--- src/rtl/drawing_mem_arbiter_pkg.sv ---
// Shared widths, FSM state type and reset values for the drawing memory arbiter.
// Optional client-0 priority mode is selected with DRAWING_ARB_PRIO0_EN.
package drawing_arb_pkg;

  localparam int ADDR_W  = 18;
  localparam int DATA_W  = 32;
  localparam int NBYTE_W = 4;

  typedef enum logic {
    ARB_IDLE,
    ARB_BUSY
  } arb_state_e;

  localparam logic               RST_RNW   = 1'b1;
  localparam logic [ADDR_W-1:0]  RST_ADDR  = '0;
  localparam logic [NBYTE_W-1:0] RST_NBYTE = 4'hf;
  localparam logic [DATA_W-1:0]  RST_DATA  = '0;

  function automatic int idx_w(int n);
    return (n > 1) ? $clog2(n) : 1;
  endfunction

endpackage

--- src/rtl/drawing_mem_arbiter_if.sv ---
// Client bundle plus drawing-engine memory port shared by the arbiter.
// slave = arbiter view, master = clients/driver view.
interface drawing_mem_arbiter_if #(
  parameter int NREQ = 4
);
  import drawing_arb_pkg::*;

  logic [NREQ-1:0]         req;
  logic [NREQ-1:0]         ack;
  logic [NREQ-1:0]         rnw;
  logic [NREQ*ADDR_W-1:0]  addr;
  logic [NREQ*NBYTE_W-1:0] nbyte;
  logic [NREQ*DATA_W-1:0]  data;
  logic [DATA_W-1:0]       rd_data;

  logic                    de_req;
  logic                    de_ack;
  logic                    de_rnw;
  logic [ADDR_W-1:0]       de_addr;
  logic [NBYTE_W-1:0]      de_nbyte;
  logic [DATA_W-1:0]       de_data;
  logic [DATA_W-1:0]       de_rd_data;

  modport slave (
    input  req, rnw, addr, nbyte, data,
    input  de_ack, de_rd_data,
    output ack, rd_data,
    output de_req, de_rnw, de_addr, de_nbyte, de_data
  );

  modport master (
    output req, rnw, addr, nbyte, data,
    output de_ack, de_rd_data,
    input  ack, rd_data,
    input  de_req, de_rnw, de_addr, de_nbyte, de_data
  );

endinterface

--- src/rtl/drawing_arb_rr_pick.sv ---
// Combinational round-robin picker: first set request after last, with wrap.
module drawing_arb_rr_pick
  import drawing_arb_pkg::*;
#(
  parameter  int NREQ = 4,
  localparam int IW   = idx_w(NREQ)
) (
  input  logic [NREQ-1:0] req_i,
  input  logic [IW-1:0]   last_i,
  output logic [IW-1:0]   win_o,
  output logic            valid_o
);

  logic [IW-1:0] ix;

  // Walk from farthest to nearest so the nearest hit overwrites.
  always_comb begin
    win_o   = '0;
    valid_o = 1'b0;
    ix      = '0;
    for (int k = NREQ; k >= 1; k--) begin
      ix = IW'((int'(last_i) + k) % NREQ);
      if (req_i[ix]) begin
        win_o   = ix;
        valid_o = 1'b1;
      end
    end
  end

endmodule

--- src/rtl/drawing_mem_arbiter.sv ---
// Round-robin arbiter sharing the drawing-engine memory port among NREQ clients.
// Define DRAWING_ARB_PRIO0_EN to give client 0 absolute priority.
module drawing_mem_arbiter
  import drawing_arb_pkg::*;
#(
  parameter int NREQ = 4
) (
  input logic                  clk,
  input logic                  rst,
  drawing_mem_arbiter_if.slave bus
);

  localparam int IW = idx_w(NREQ);

  arb_state_e         state_q;
  logic [IW-1:0]      grant_q;
  logic [IW-1:0]      last_q;
  logic               rnw_q;
  logic [ADDR_W-1:0]  addr_q;
  logic [NBYTE_W-1:0] nbyte_q;
  logic [DATA_W-1:0]  data_q;

  logic [NREQ-1:0]    rr_req;
  logic [IW-1:0]      pick_idx;
  logic               pick_vld;
  logic [IW-1:0]      sel_d;
  logic               sel_vld_d;
  logic               upd_last_d;
  logic               rnw_d;
  logic [ADDR_W-1:0]  addr_d;
  logic [NBYTE_W-1:0] nbyte_d;
  logic [DATA_W-1:0]  data_d;

  drawing_arb_rr_pick #(
    .NREQ (NREQ)
  ) u_pick (
    .req_i   (rr_req),
    .last_i  (last_q),
    .win_o   (pick_idx),
    .valid_o (pick_vld)
  );

`ifdef DRAWING_ARB_PRIO0_EN
  // Client 0 bypasses the pointer; the rest rotate among themselves.
  assign rr_req = {bus.req[NREQ-1:1], 1'b0};

  always_comb begin
    sel_d      = pick_idx;
    sel_vld_d  = pick_vld;
    upd_last_d = 1'b1;
    if (bus.req[0]) begin
      sel_d      = '0;
      sel_vld_d  = 1'b1;
      upd_last_d = 1'b0;
    end
  end
`else
  assign rr_req     = bus.req;
  assign sel_d      = pick_idx;
  assign sel_vld_d  = pick_vld;
  assign upd_last_d = 1'b1;
`endif

  always_comb begin
    rnw_d   = RST_RNW;
    addr_d  = RST_ADDR;
    nbyte_d = RST_NBYTE;
    data_d  = RST_DATA;
    for (int i = 0; i < NREQ; i++) begin
      if (sel_d == IW'(i)) begin
        rnw_d   = bus.rnw[i];
        addr_d  = bus.addr[i*ADDR_W +: ADDR_W];
        nbyte_d = bus.nbyte[i*NBYTE_W +: NBYTE_W];
        data_d  = bus.data[i*DATA_W +: DATA_W];
      end
    end
  end

  always_ff @(posedge clk or posedge rst) begin
    if (rst) begin
      state_q <= ARB_IDLE;
      grant_q <= '0;
      last_q  <= IW'(NREQ - 1);
      rnw_q   <= RST_RNW;
      addr_q  <= RST_ADDR;
      nbyte_q <= RST_NBYTE;
      data_q  <= RST_DATA;
    end else begin
      unique case (state_q)
        ARB_IDLE: begin
          if (sel_vld_d) begin
            state_q <= ARB_BUSY;
            grant_q <= sel_d;
            rnw_q   <= rnw_d;
            addr_q  <= addr_d;
            nbyte_q <= nbyte_d;
            data_q  <= data_d;
            if (upd_last_d) last_q <= sel_d;
          end
        end
        ARB_BUSY: begin
          if (bus.de_ack) state_q <= ARB_IDLE;
        end
        default: state_q <= ARB_IDLE;
      endcase
    end
  end

  // Ack follows de_ack with zero latency, steered to the latched grant.
  always_comb begin
    bus.ack = '0;
    if (state_q == ARB_BUSY && bus.de_ack) bus.ack[grant_q] = 1'b1;
  end

  assign bus.de_req   = (state_q == ARB_BUSY);
  assign bus.de_rnw   = rnw_q;
  assign bus.de_addr  = addr_q;
  assign bus.de_nbyte = nbyte_q;
  assign bus.de_data  = data_q;
  assign bus.rd_data  = bus.de_rd_data;

endmodule

--- src/flat_wrapper.sv ---
// flat-port wrapper written by rule: the top's interface ports become plain ports
module drawing_mem_arbiter_flat import drawing_arb_pkg::*;
#(
  parameter int NREQ = 4
)
  (clk, rst, bus_req, bus_rnw, bus_addr, bus_nbyte, bus_data, bus_de_ack, bus_de_rd_data, bus_ack, bus_rd_data, bus_de_req, bus_de_rnw, bus_de_addr, bus_de_nbyte, bus_de_data);
  drawing_mem_arbiter_if #(.NREQ(NREQ)) bus_i ();
  input logic clk;
  input logic rst;
  input wire logic [$bits(bus_i.req)-1:0] bus_req;
  input wire logic [$bits(bus_i.rnw)-1:0] bus_rnw;
  input wire logic [$bits(bus_i.addr)-1:0] bus_addr;
  input wire logic [$bits(bus_i.nbyte)-1:0] bus_nbyte;
  input wire logic [$bits(bus_i.data)-1:0] bus_data;
  input wire logic [$bits(bus_i.de_ack)-1:0] bus_de_ack;
  input wire logic [$bits(bus_i.de_rd_data)-1:0] bus_de_rd_data;
  output wire logic [$bits(bus_i.ack)-1:0] bus_ack;
  output wire logic [$bits(bus_i.rd_data)-1:0] bus_rd_data;
  output wire logic [$bits(bus_i.de_req)-1:0] bus_de_req;
  output wire logic [$bits(bus_i.de_rnw)-1:0] bus_de_rnw;
  output wire logic [$bits(bus_i.de_addr)-1:0] bus_de_addr;
  output wire logic [$bits(bus_i.de_nbyte)-1:0] bus_de_nbyte;
  output wire logic [$bits(bus_i.de_data)-1:0] bus_de_data;
  assign bus_i.req = bus_req;
  assign bus_i.rnw = bus_rnw;
  assign bus_i.addr = bus_addr;
  assign bus_i.nbyte = bus_nbyte;
  assign bus_i.data = bus_data;
  assign bus_i.de_ack = bus_de_ack;
  assign bus_i.de_rd_data = bus_de_rd_data;
  assign bus_ack = bus_i.ack;
  assign bus_rd_data = bus_i.rd_data;
  assign bus_de_req = bus_i.de_req;
  assign bus_de_rnw = bus_i.de_rnw;
  assign bus_de_addr = bus_i.de_addr;
  assign bus_de_nbyte = bus_i.de_nbyte;
  assign bus_de_data = bus_i.de_data;
  drawing_mem_arbiter #(.NREQ(NREQ)) u_core (.clk(clk), .rst(rst), .bus(bus_i));
endmodule
--- config.mk ---
export PLATFORM = sky130hd
export DESIGN_NAME = drawing_mem_arbiter_flat
export DESIGN_NICKNAME = d
export VERILOG_FILES = /design/src/rtl/drawing_mem_arbiter_pkg.sv /design/src/rtl/drawing_mem_arbiter_if.sv /design/src/rtl/drawing_arb_rr_pick.sv /design/src/rtl/drawing_mem_arbiter.sv /design/src/flat_wrapper.sv
export SDC_FILE = /design/constraint.sdc
export NUM_CORES = 1
export LEC_CHECK = 0
export CAP_MARGIN = 5
export CORE_AREA = 2 2 135 137
export DETAILED_ROUTE_END_ITERATION = 16
export DIE_AREA = 0 0 137 139
export GPL_TIMING_DRIVEN = 0
export PLACE_DENSITY = 0.71
export RECOVER_POWER = 25
export SETUP_SLACK_MARGIN = 0.3
export SYNTH_ARGS = -nofsm -noshare
export SYNTH_HDL_FRONTEND = slang
export SYNTH_SLANG_ARGS = --single-unit
--- constraint.sdc ---
create_clock -name clk -period 5.94 [get_ports clk]
set_clock_uncertainty 0.2 [all_clocks]
set_input_delay 0.594 -clock clk [delete_from_list [all_inputs] [get_ports clk]]
set_output_delay 0.594 -clock clk [all_outputs]
set_load 0.01 [all_outputs]
==> run summary <==
status: finished with violations
violated checks: max-capacitance violations, max-slew violations
GP Congestion: 0.7930
cell area after layout: 7671 um^2
Antenna Cells: 0
clock sinks: 60
Post-synth EDFFs: 0
pin count of the biggest net entering global routing: 38
measured slew at the worst slew-check pin: 2103 ps
via count: 4189
DRT Wirelength: 16300 um
Final Cycle Share: 60.68%
GRT overflow: 0
area grow syn2layout: 96.25%
Avg Inst Size Synth: 10.42 um^2
first-pass GRT wire length: 24270 um
clock tree root driver cell: clkbuf_16
core area: 17660 um^2
flop2flop setup slack: 3590 ps
TNS Setup: 0 ps
Multi-input gate area: 1966 um^2
Ys Warns: 0
worst r2r src: u_core.last_q[0]$_DFFE_PP1P_
final setup violation count: 0
final worst slack: 2336 ps
leading post-synthesis cells by cell area: dfrtp_1 (34%), mux2i_1 (28%), o221ai_1 (12%)
Max Root-Sink Buffers: 2
Post-synth ARST share: 100.0%
fin nets: 964
CP startpoint kind: primary input
Hold Path Depth: 2
Top FF cell, synth: dfrtp_1
drt drc: 0
Pre-antenna DRT Iters: 4
CP Capture Type: async pin
PD cells: 303.5 nW/um^2
Post-CTS Setup Bufs: 0
fin. max-slew vios: 38
port bufs: 318
Clock transition at path regs: 50 ps
detail-routed net length per standard cell: 17.36 um
final hold vios: 0
area of placed instances: 7398 um^2
DR vias/cell: 4.461
Post-CTS Resized: 0
area share of the largest cell type after synthesis: 33.93%
CTS H-tree depth: 3
vias in the first global route: 4293
#FFs+latches synth: 60
cell count after synthesis: 375
hold path startpoint: u_core.bus.de_data[11]$_DFFE_PP0P_
# fillers: 1762
Die ar.: 19040 um^2
Worst Hold End: u_core.bus.de_data[11]$_DFFE_PP0P_
IO Pins: 351
Post-CTS Hold Buffers: 0
Final min period: 3604 ps
DP Worst Slack: 2841 ps
share of cells above drive strength 1: 9.859%
gr usage total: 16.72%
Initial Utilization: 22.14%
RSZ-0062 raised after global routing: no
chip height: 139 um
Pwr Total: 0.002328 W
Max-Cap Viols: 1
DIE WIDTH: 137 um
Seq/Total Area, Yosys: 38.64%
Worst slew margin: -40.21%
DPL Wire Length: 13150 um
Leak: 3.298 nW
crit-path max FO: 37
initial antenna violation count: 0
unique cell type count in the Yosys netlist: 22
Reg area: 1510 um^2
Syn Std Cell Area: 3909 um^2
Synth area leader: dfrtp_1
Synthesized Nets: 634
Hold WC Path Type: reg2reg
count leader, synth: mux2i_1
worst reg2reg path depth: 5
CTS buffer count: 9
critical path arrival: 3420 ps
VDD IR-drop max: 144.5 uV
Final ANT Viol Nets: 0
worst skew pair latency: 330 ps
Crit Path Class: in2async
CTS tree: yes
Post-synth top cells: mux2i_1 (111), nand2_1 (59), o221ai_1 (55)
DRT iter0 DRCs: 88
critical path data required time: 5750 ps
std cell rows: 49
Layout Utilization: 43.45%
Max Clk Rate: 0.2775 GHz
Critical R2R Capture: u_core.bus.de_addr[1]$_DFFE_PP0P_
-- placed cells by master, fill, tap and decap left out --
master / synthesis / final
clkdlybuf4s50_1: 0 / 317
mux2i_1: 111 / 111
nand2_1: 59 / 59
o221ai_1: 55 / 55
dfrtp_1: 53 / 53
buf_4: 42 / 42
clkbuf_1: 12 / 17
nor2_1: 9 / 9
clkbuf_16: 0 / 9
dfstp_2: 7 / 7
buf_2: 4 / 4
buf_6: 4 / 4
nor2b_1: 3 / 3
o21ai_1: 2 / 2
inv_1: 2 / 2
nor3_1: 2 / 2
or2_1: 2 / 2
nor3b_1: 2 / 2
and2b_1: 1 / 1
o311ai_1: 1 / 1
nor4_2: 1 / 1
a211o_1: 1 / 1
o21ai_0: 1 / 1
and4_1: 1 / 1
clkbuf_8: 0 / 1
bufinv_16: 0 / 1
clkinv_2: 0 / 1
dlygate4sd3_1: 0 / 1
-- worst max path at each step --
stage	from	endpoint	slack [ps]	cells after the start
2_1_floorplan	rst	u_core.bus.de_addr[0]$_DFFE_PP0P_	3670	1
3_3_place_gp	rst	u_core.bus.de_addr[6]$_DFFE_PP0P_	2370	2
3_5_place_dp	bus_req[3]	u_core.bus.de_addr[1]$_DFFE_PP0P_	2840	7
4_1_cts	bus_de_ack	bus_ack[1]	3170	4
5_1_grt	rst	u_core.grant_q[0]$_DFFE_PP0P_	1680	3
6_report	rst	u_core.grant_q[0]$_DFFE_PP0P_	2340	3
-- layer usage --
layer / track usage [%] / part of all wire, % / up-vias
met2: 29.07 / 50 / 206
li1: - / - / 2031
met4: 2.876 / 0.85 / 0
met5: 0 / 0 / -
met3: 6.213 / 10 / 10
met1: 19.76 / 39 / 1942
-- per-stage QoR --
stage	cells	hold slack, ps
after detailed placement	923	273.0
after global placement	922	269.0
after CTS	939	286.3
after global routing	939	305.5
after floorplan	375	284.3
final	939	282.0
-- layout make-up --
cell class | count | area share [%]
Buffer | 62 | 5.546
Clock buffer | 14 | 3.311
Clock inverter | 2 | 0.4567
Inverter | 2 | 0.09786
Multi-Input combinational cell | 251 | 25.62
Sequential cell | 60 | 19.69
Tap cell | 229 | 3.735
Timing Repair Buffer | 319 | 41.54
-- where the power goes --
part	internal [W]	leakage [nW]	switching, W
logic	0.000656	2.43	0.000494
registers	0.000569	0.725	0.0000849
clock network	0.000336	0.141	0.000188
total	0.00156	3.30	0.000767
-- cell families (layout without fill, tap and decap cells) --
group	Yosys count	in the layout	share of synthesized area, %
simple gates	80	80	8.707
buf+inv	64	399	11.08
flops	60	60	38.64
mux	111	111	28.43
compound gates	60	60	13.16
-- critical path, cell delays in order --
cell	delay [ps]
dlygate4sd3_1	530
inv_1	690
clkbuf_1	1560
-- registers in the layout, summed over array words and instances, names as in the netlist --
name,flops
u_core.bus.de_nbyte,4
u_core.grant_q,2
u_core.bus.de_rnw,1
u_core.bus.de_data,32
u_core.bus.de_req,1
u_core.bus.de_addr,18
u_core.last_q,2
No activity file was read; power rests on OpenSTA's default activity.
